**src/rtl/pattern_loader.sv**
```systemverilog
// rtl/pattern_loader.sv - UART-fed writer for the LED pattern memory
//
// Receives 8N1 bytes on rxd, waits for SYNC_BYTE, then writes the next DEPTH
// bytes (low DATA_W bits) to pattern-RAM addresses 0..DEPTH-1.
//
// Optional feature macro: PATTERN_LOADER_CHECKSUM_EN
//   When defined, one extra byte follows the DEPTH data bytes. It must equal
//   the 8-bit XOR of those data bytes for done to pulse.
//
// Ports:
//   clk       in   system clock, rising edge
//   resetn    in   asynchronous active-low reset
//   rxd       in   UART serial input, idle high, asynchronous to clk
//   wr_en     out  one-cycle write strobe to pattern RAM
//   wr_addr   out  [AW-1:0] write address, valid with wr_en
//   wr_data   out  [DATA_W-1:0] write data, valid with wr_en
//   busy      out  high from accepted sync byte until the load ends
//   done      out  one-cycle pulse on successful load completion
//   frame_err out  sticky error flag, cleared by the next accepted sync byte
module pattern_loader #(
  parameter int         CLKS_PER_BIT = 87,
  parameter int         DEPTH        = 21,
  parameter int         AW           = 5,
  parameter int         DATA_W       = 5,
  parameter logic [7:0] SYNC_BYTE    = 8'hA5
) (
  input  logic              clk,
  input  logic              resetn,
  input  logic              rxd,
  output logic              wr_en,
  output logic [AW-1:0]     wr_addr,
  output logic [DATA_W-1:0] wr_data,
  output logic              busy,
  output logic              done,
  output logic              frame_err
);

  localparam logic [2:0] RX_IDLE      = 3'd0;
  localparam logic [2:0] RX_START     = 3'd1;
  localparam logic [2:0] RX_DATA      = 3'd2;
  localparam logic [2:0] RX_STOP      = 3'd3;
  localparam logic [2:0] RX_WAIT_HIGH = 3'd4;

  localparam logic [1:0] LD_WAIT_SYNC = 2'd0;
  localparam logic [1:0] LD_LOAD      = 2'd1;
`ifdef PATTERN_LOADER_CHECKSUM_EN
  localparam logic [1:0] LD_CHECK     = 2'd2;
`endif

  localparam logic [15:0]   BIT_END   = 16'(CLKS_PER_BIT - 1);
  localparam logic [15:0]   HALF_END  = 16'(CLKS_PER_BIT / 2 - 1);
  localparam logic [AW-1:0] LAST_ADDR = AW'(DEPTH - 1);

  // Input synchronizer; both flops reset to the idle level.
  logic r_rxd_meta;
  logic r_rxd_sync;

  always_ff @(posedge clk or negedge resetn) begin
    if (!resetn) begin
      r_rxd_meta <= 1'b1;
      r_rxd_sync <= 1'b1;
    end else begin
      r_rxd_meta <= rxd;
      r_rxd_sync <= r_rxd_meta;
    end
  end

  // UART receiver
  logic [2:0]  r_rx_state;
  logic [15:0] r_clk_cnt;
  logic [2:0]  r_bit_cnt;
  logic [7:0]  r_shift;
  logic        r_rx_valid;
  logic        r_rx_ferr;

  always_ff @(posedge clk or negedge resetn) begin
    if (!resetn) begin
      r_rx_state <= RX_IDLE;
      r_clk_cnt  <= '0;
      r_bit_cnt  <= '0;
      r_shift    <= '0;
      r_rx_valid <= 1'b0;
      r_rx_ferr  <= 1'b0;
    end else begin
      r_rx_valid <= 1'b0;
      r_rx_ferr  <= 1'b0;
      case (r_rx_state)
        RX_IDLE: begin
          if (!r_rxd_sync) begin
            r_rx_state <= RX_START;
            r_clk_cnt  <= '0;
            r_bit_cnt  <= '0;
          end
        end
        RX_START: begin
          if (r_clk_cnt == HALF_END) begin
            r_clk_cnt  <= '0;
            // A line already back high at mid-start was a glitch.
            r_rx_state <= r_rxd_sync ? RX_IDLE : RX_DATA;
          end else begin
            r_clk_cnt <= r_clk_cnt + 16'd1;
          end
        end
        RX_DATA: begin
          if (r_clk_cnt == BIT_END) begin
            r_clk_cnt <= '0;
            r_shift   <= {r_rxd_sync, r_shift[7:1]};
            if (r_bit_cnt == 3'd7) begin
              r_rx_state <= RX_STOP;
            end else begin
              r_bit_cnt <= r_bit_cnt + 3'd1;
            end
          end else begin
            r_clk_cnt <= r_clk_cnt + 16'd1;
          end
        end
        RX_STOP: begin
          if (r_clk_cnt == BIT_END) begin
            r_clk_cnt <= '0;
            if (r_rxd_sync) begin
              r_rx_valid <= 1'b1;
              r_rx_state <= RX_IDLE;
            end else begin
              r_rx_ferr  <= 1'b1;
              r_rx_state <= RX_WAIT_HIGH;
            end
          end else begin
            r_clk_cnt <= r_clk_cnt + 16'd1;
          end
        end
        RX_WAIT_HIGH: begin
          // A held-low break must not be taken as a stream of start bits.
          if (r_rxd_sync) r_rx_state <= RX_IDLE;
        end
        default: r_rx_state <= RX_IDLE;
      endcase
    end
  end

  // Loader; r_shift holds the received byte while r_rx_valid is high.
  logic [1:0]        r_ld_state;
  logic [AW-1:0]     r_addr;
  logic              r_wr_en;
  logic [AW-1:0]     r_wr_addr;
  logic [DATA_W-1:0] r_wr_data;
  logic              r_busy;
  logic              r_done;
  logic              r_frame_err;
`ifdef PATTERN_LOADER_CHECKSUM_EN
  logic [7:0]        r_xor;
`else
  logic              r_last_wr;
`endif

  always_ff @(posedge clk or negedge resetn) begin
    if (!resetn) begin
      r_ld_state  <= LD_WAIT_SYNC;
      r_addr      <= '0;
      r_wr_en     <= 1'b0;
      r_wr_addr   <= '0;
      r_wr_data   <= '0;
      r_busy      <= 1'b0;
      r_done      <= 1'b0;
      r_frame_err <= 1'b0;
`ifdef PATTERN_LOADER_CHECKSUM_EN
      r_xor       <= '0;
`else
      r_last_wr   <= 1'b0;
`endif
    end else begin
      r_wr_en <= 1'b0;
      r_done  <= 1'b0;
      case (r_ld_state)
        LD_WAIT_SYNC: begin
          if (r_rx_valid && (r_shift == SYNC_BYTE)) begin
            r_ld_state  <= LD_LOAD;
            r_addr      <= '0;
            r_frame_err <= 1'b0;
            r_busy      <= 1'b1;
`ifdef PATTERN_LOADER_CHECKSUM_EN
            r_xor       <= '0;
`endif
          end
        end
        LD_LOAD: begin
          if (r_rx_ferr) begin
            // Slot stays open for the next good byte.
            r_frame_err <= 1'b1;
          end else if (r_rx_valid) begin
            r_wr_en   <= 1'b1;
            r_wr_addr <= r_addr;
            r_wr_data <= r_shift[DATA_W-1:0];
`ifdef PATTERN_LOADER_CHECKSUM_EN
            r_xor     <= r_xor ^ r_shift;
            if (r_addr == LAST_ADDR) r_ld_state <= LD_CHECK;
            else                     r_addr     <= r_addr + 1'b1;
`else
            if (r_addr == LAST_ADDR) r_last_wr <= 1'b1;
            else                     r_addr    <= r_addr + 1'b1;
`endif
          end
        end
`ifdef PATTERN_LOADER_CHECKSUM_EN
        LD_CHECK: begin
          if (r_rx_ferr) begin
            r_frame_err <= 1'b1;
          end else if (r_rx_valid) begin
            if ((r_shift == r_xor) && !r_frame_err) r_done      <= 1'b1;
            else                                    r_frame_err <= 1'b1;
            r_busy     <= 1'b0;
            r_ld_state <= LD_WAIT_SYNC;
          end
        end
`endif
        default: r_ld_state <= LD_WAIT_SYNC;
      endcase
`ifndef PATTERN_LOADER_CHECKSUM_EN
      // Close the load the cycle after the final write strobe.
      if (r_last_wr) begin
        r_last_wr  <= 1'b0;
        r_done     <= !r_frame_err;
        r_busy     <= 1'b0;
        r_ld_state <= LD_WAIT_SYNC;
      end
`endif
    end
  end

  assign wr_en     = r_wr_en;
  assign wr_addr   = r_wr_addr;
  assign wr_data   = r_wr_data;
  assign busy      = r_busy;
  assign done      = r_done;
  assign frame_err = r_frame_err;

endmodule

```
**config.mk**
```make
export PLATFORM = sky130hd
export DESIGN_NAME = pattern_loader
export DESIGN_NICKNAME = d
export VERILOG_FILES = /design/src/rtl/pattern_loader.sv
export SDC_FILE = /design/constraint.sdc
export NUM_CORES = 1
export LEC_CHECK = 0
export CAP_MARGIN = 20
export CORE_MARGIN = 5
export CORE_UTILIZATION = 53
export DETAILED_ROUTE_END_ITERATION = 8
export PLACE_DENSITY = 0.74
export SYNTH_ARGS = -nofsm -noshare
export SYNTH_HDL_FRONTEND = slang
export SYNTH_SLANG_ARGS = --single-unit
```
**constraint.sdc**
```tcl
create_clock -name clk -period 2.2 [get_ports clk]
set_clock_uncertainty 0.1 [all_clocks]
set_input_delay 0.44 -clock clk [delete_from_list [all_inputs] [get_ports clk]]
set_output_delay 0.44 -clock clk [all_outputs]
set_load 0.005 [all_outputs]
```
==> flow_summary.json, run 1 <==
{
  "fin_total_pwr_mw": 1.74,
  "rr_worst_depth": 5,
  "drtIter0Drc": 61,
  "post_drt_wl_per_cell_um": 13.1,
  "max_stage_delay_ns": 0.50,
  "ios": 17,
  "core_area_um2": 4790,
  "synth_edf_count": 0,
  "hpwl_um": 3470,
  "drc_errors": 0,
  "setup_tns_ns": 0,
  "n_fill_cell": 410,
  "worstMarginPinSlew_ns": 0.482,
  "utilization": 0.645,
  "place_congestion": 0.818,
  "max-vdd-ir-drop_mv": 0.303,
  "worst_slack_ns": 0.0590,
  "synth-simple-area-share": 0.228,
  "dp.cells": 354,
  "synth_nets": 273,
  "synth_top_family_by_area": "simple AND/OR/NAND/NOR gates",
  "initial_core_util": 0.552,
  "dpl-instance-area_um2": 2970,
  "setup_viol": 0,
  "r2r_end": "r_shift[6]",
  "root_buffer": "clkbuf_8",
  "vias": 1987,
  "timing.hold.ws_ns": 0.261,
  "setup.worst_path.class": "reg2reg",
  "status": "finished clean",
  "yosys.cell_types.count": 48,
  "cp_data_required_time_ns": 2.29,
  "yosys_register_bits": 55,
  "synth_compound_area_frac": 0.128,
  "antenna_left": 0,
  "path_cells": "nor4_4 > nand4_2 > or4b_1 > buf_6 > mux2_4",
  "worstSetupStartpointType": "flop",
  "design_area_um2": 3090,
  "synthMuxAreaShare": 0.0492,
  "grt_max_degree": 23,
  "leakage_nw": 1.50,
  "slew_headroom": 0.679,
  "grt_overflow": 0,
  "rows": 25,
  "seq_area_frac_synth": 0.522,
  "portBuffers": 16,
  "ys_async_sr_fraction": 1.00,
  "grtUsageTotal": 0.171,
  "crit-reg2reg-launch": "r_clk_cnt[11]",
  "numCtsBuffers": 5,
  "cts_buffer_depth": 2,
  "tritoncts": "built",
  "worstSkewPairLatency_ns": 0.30,
  "hold_depth": 0,
  "clk_pin_slew_ns": 0.10,
  "pre_cts_ws_ns": 0.0537,
  "grt_first_pass_wirelength_um": 8600,
  "max_freq_ghz": 0.467,
  "hold_end": "r_rxd_sync",
  "synth_xor_area_frac": 0.00994,
  "layout.nets": 305,
  "min_period_ns": 2.14,
  "slew_violations": 0,
  "critPathCaptureType": "flop",
  "rsz0062_at_grt": "no",
  "crit_arrival_ns": 2.24,
  "cts_sinks": 55,
  "syn_area_um2": 2640,
  "power_density_nw_per_um2": 565,
  "synthToLayoutAreaGrowth_pct": 16.8,
  "hold_viol_final": 0,
  "synth_fa_ha_area_frac": 0.0284,
  "min_from": "r_rxd_meta",
  "reg2reg_slack_ns": 0.06,
  "cts_max_level": 2,
  "totalWireLength_um": 4780,
  "finalNonFillerCells": 364,
  "min-delay-path-class": "reg2reg",
  "grt_pass1_vias": 1876,
  "die-area_um2": 6500,
  "slowest_stage": "or4b_1",
  "drt_pre_antenna_iters": 4,
  "syn_inst": 264,
  "dieHeight_um": 80.6,
  "antenna_cells": 0,
  "drive_gt1_frac": 0.152,
  "ys.warnings.count": 0,
  "ys.flop_type": "dfrtp_1",
  "antenna_found_initial": 0,
  "viasPerCell": 5.46,
  "min_period_over_period": 0.973,
  "drv_cap": 0,
  "synth_area_per_cell_um2": 10.0,
  "path_max_fanout": 9,
  "die_x_um": 80.6
}
[cell usage after synthesis, drive strengths merged (3+ instances only)]
master	instances	area, µm²
dfrtp	53	1330
nor3	5	25.0
nor4	4	55.1
nor2	20	77.6
nor2b	4	25.0
buf	5	31.3
and3	4	25.0
nand2	44	165
a22o	4	35.0
a22oi	3	22.5
mux2	8	120
nand4	5	37.5
ha	6	75.1
o21ai	15	75.1
clkbuf	7	27.5
a21oi	16	80.1
nand3	11	55.1
nor3b	3	22.5
a31oi	9	56.3
inv	9	33.8
[how the worst max path moves through the flow]
stage,start,end,slack (ns)
2_1_floorplan,r_clk_cnt[0],r_shift[0],0.07
3_3_place_gp,r_clk_cnt[7],r_shift[4],0.11
3_5_place_dp,r_clk_cnt[7],r_shift[6],0.05
4_1_cts,r_clk_cnt[7],r_shift[6],0.04
5_1_grt,r_clk_cnt[0],r_shift[6],0.004
6_report,r_clk_cnt[11],r_shift[6],0.06
[cells by family after synthesis]
logic type	Yosys count
simple gates	114
compound gates	56
flops	55
buf+inv	21
mux	9
fa+ha+maj	6
xor+xnor	3
[layout by cell type, fill, tap and decap left out, drive strengths merged, types with 3 or more instances in the layout]
| cell | netlist | layout |
|---|---|---|
| nand2 | 44 | 44 |
| nand4 | 5 | 5 |
| o21ai | 15 | 15 |
| nor2b | 4 | 4 |
| nand3 | 11 | 11 |
| dfrtp | 53 | 53 |
| clkbuf | 7 | 6 |
| buf | 5 | 21 |
| inv | 9 | 9 |
| a22oi | 3 | 3 |
| a21oi | 16 | 16 |
| and3 | 4 | 4 |
| mux2 | 8 | 8 |
| clkdlybuf4s50 | 0 | 15 |
| ha | 6 | 6 |
| nor2 | 20 | 20 |
| a31oi | 9 | 9 |
| nor4 | 4 | 4 |
| nor3 | 5 | 5 |
| nor3b | 3 | 3 |
| a22o | 4 | 4 |
[power breakdown]
part           leakage (nW)  total [mW]  switching (mW)  internal [mW]
registers             0.756        1.04          0.0127           1.02
logic                 0.695       0.122          0.0747         0.0474
clock network        0.0474       0.584           0.326          0.258
total                  1.50        1.74           0.413           1.33
[sequential cells by signal, indices dropped and copies added (netlist names)]
| name | count |
|---|---|
| busy | 1 |
| done | 1 |
| frame_err | 1 |
| r_addr | 5 |
| r_bit_cnt | 3 |
| r_clk_cnt | 16 |
| r_last_wr | 1 |
| r_ld_state | 1 |
| r_rx_ferr | 1 |
| r_rx_state | 3 |
| r_rx_valid | 1 |
| r_rxd_meta | 1 |
| r_rxd_sync | 1 |
| r_shift | 8 |
| wr_addr | 5 |
| wr_data | 5 |
| wr_en | 1 |
[timing repair]
action,CTS,global route
hold buffers,1,0
resized for setup,0,2
setup endpoints to repair,0,19
setup buffers,0,1
hold endpoints to repair,20,0
[critical path, delay by kind of cell (launching register included)]
kind          cells  cell delay [ns]
mux               1             0.30
flops             1             0.43
buf+inv           1             0.18
simple gates      3             1.02
[metal layers]
| metal | up-vias | GRT usage | share of wire |
|---|---|---|---|
| li1 | 1001 | - | - |
| met1 | 948 | 0.219 | 0.47 |
| met2 | 32 | 0.286 | 0.48 |
| met3 | 6 | 0.0336 | 0.035 |
| met4 | 0 | 0.0625 | 0.013 |
| met5 | - | 0 | 0 |
[layout make-up]
type | count | area (µm²) | area share
Clock inverter | 2 | 16.3 | 0.00527
Sequential cell | 55 | 1380 | 0.447
Tap cell | 67 | 83.8 | 0.0272
Timing Repair Buffer | 37 | 319 | 0.103
Inverter | 9 | 33.8 | 0.0109
Clock buffer | 6 | 82.6 | 0.0268
Multi-Input combinational cell | 188 | 1170 | 0.380
Note: power is estimated with default switching activity, not from simulation.
==> inputs of run 2 (changes only) <==
==> constraint.sdc (replaced) <==
create_clock -name clk -period 2.2 [get_ports clk]
set_clock_uncertainty 0.1 [all_clocks]
set_input_delay 0.22 -clock clk [delete_from_list [all_inputs] [get_ports clk]]
set_output_delay 0.22 -clock clk [all_outputs]
set_load 0.005 [all_outputs]
==> flow_summary.json, run 2 (synthesized netlist as in run 1, its figures left out) <==
{
  "status": "finished clean",
  "setup.worst_path.class": "reg2reg",
  "dieHeight_um": 80.6,
  "grt_first_pass_wirelength_um": 8660,
  "largest_reg_flops": 16,
  "dpl-instance-area_um2": 2980,
  "grt_max_degree": 31,
  "crit-reg2reg-launch": "r_clk_cnt[7]",
  "viasPerCell": 5.54,
  "min_period_over_period": 0.975,
  "antenna_left": 0,
  "antenna_found_initial": 0,
  "ios": 17,
  "slew_violations": 0,
  "cts_buffer_depth": 2,
  "gr-usage-met1": 0.217,
  "worst_slack_ns": 0.0548,
  "multi_input_area_um2": 1190,
  "setup_tns_ns": 0,
  "grtUsageTotal": 0.170,
  "leakage_nw": 1.51,
  "core_area_um2": 4790,
  "initial_core_util": 0.552,
  "totalWireLength_um": 4900,
  "layout_commonest_cell": "dfrtp_1",
  "worstMarginPinSlew_ns": 0.580,
  "use_met2": 0.286,
  "pre_cts_ws_ns": 0.0513,
  "utilization": 0.650,
  "vias": 2015,
  "layout.nets": 305,
  "timing.hold.ws_ns": 0.212,
  "max-vdd-ir-drop_mv": 0.305,
  "rr_worst_depth": 5,
  "drv_cap": 0,
  "cp_data_required_time_ns": 2.30,
  "drtIter0Drc": 103,
  "crit_arrival_ns": 2.24,
  "portBuffers": 16,
  "min-delay-path-class": "in2reg",
  "dp.cells": 354,
  "synthToLayoutAreaGrowth_pct": 17.7,
  "worstSetupStartpointType": "flop",
  "setup_viol": 0,
  "min_period_ns": 2.15,
  "startpoint": "r_clk_cnt[7]",
  "fin_total_pwr_mw": 1.73,
  "top_register": "r_clk_cnt",
  "slew_headroom": 0.613,
  "place_congestion": 0.843,
  "drc_errors": 0,
  "cts_max_level": 2,
  "r2r_end": "r_shift[0]",
  "cp-endpoint": "r_shift[0]",
  "post_drt_wl_per_cell_um": 13.5,
  "drt_pre_antenna_iters": 4,
  "max_freq_ghz": 0.466,
  "grt_overflow": 0,
  "grt_pass1_vias": 1917,
  "numCtsBuffers": 5,
  "clk_pin_slew_ns": 0.10,
  "finalNonFillerCells": 364,
  "power_density_nw_per_um2": 555,
  "largestRegisters": "r_clk_cnt: 16 flops, r_shift: 8 flops",
  "design_area_um2": 3110,
  "cts_sinks": 55,
  "n_fill_cell": 406,
  "critPathCaptureType": "flop",
  "final_cell_mix": "53 x dfrtp_1, 44 x nand2_1, 19 x nor2_1",
  "tritoncts": "built",
  "path_max_fanout": 9,
  "die_x_um": 80.6,
  "use_met3": 0.0392,
  "worstSkewPairLatency_ns": 0.30,
  "rows": 25,
  "hold_viol_final": 0,
  "hpwl_um": 3540,
  "antenna_cells": 0,
  "seqCellArea_um2": 1380,
  "drive_gt1_frac": 0.158,
  "grt_busiest_layer": "met2",
  "die-area_um2": 6500,
  "reg2reg_slack_ns": 0.05,
  "root_buffer": "clkbuf_8"
}
run 2: worst min-delay path by stage:
| stage | start | end | slack (ns) | cells past startpoint |
|---|---|---|---|---|
| 5_1_grt | rxd | r_rxd_meta | 0.18 | 1 |
| 3_3_place_gp | resetn | wr_addr[2] | 0.14 | 1 |
| 4_1_cts | rxd | r_rxd_meta | 0.20 | 1 |
| 2_1_floorplan | resetn | busy | -0.18 | 0 |
| 6_report | rxd | r_rxd_meta | 0.21 | 1 |
| 3_5_place_dp | resetn | wr_addr[2] | 0.15 | 1 |
run 2: report_power, final:
group          switching (mW)  internal, mW
Sequential             0.0125          1.02
Clock                   0.330         0.229
Combinational          0.0780        0.0526
Total                   0.421          1.31
run 2: routing by layer:
| metal | vias up | routed length [µm] |
|---|---|---|
| li1 | 1002 | - |
| met1 | 972 | 2280 |
| met2 | 39 | 2420 |
| met3 | 2 | 181 |
| met4 | 0 | 25 |
| met5 | - | 0 |
run 2: timing repair:
action	CTS	global route
gates resized for setup	0	5
setup endpoints to repair	0	22
endpoints found under the hold margin	24	0
buffers inserted	0	1
hold buffers	1	0
run 2: critical path: stages (launching register included):
cell     delay, ns
dfrtp_1       0.41
nor4_4        0.36
nand4_2       0.15
or4b_1        0.53
buf_6         0.18
mux2_4        0.30
run 2: area by class of cell:
class,instances,area share
Inverter,9,0.0109
Clock inverter,3,0.00724
Timing Repair Buffer,37,0.107
Sequential cell,55,0.443
Tap cell,67,0.0270
Clock buffer,5,0.0221
Multi-Input combinational cell,188,0.383
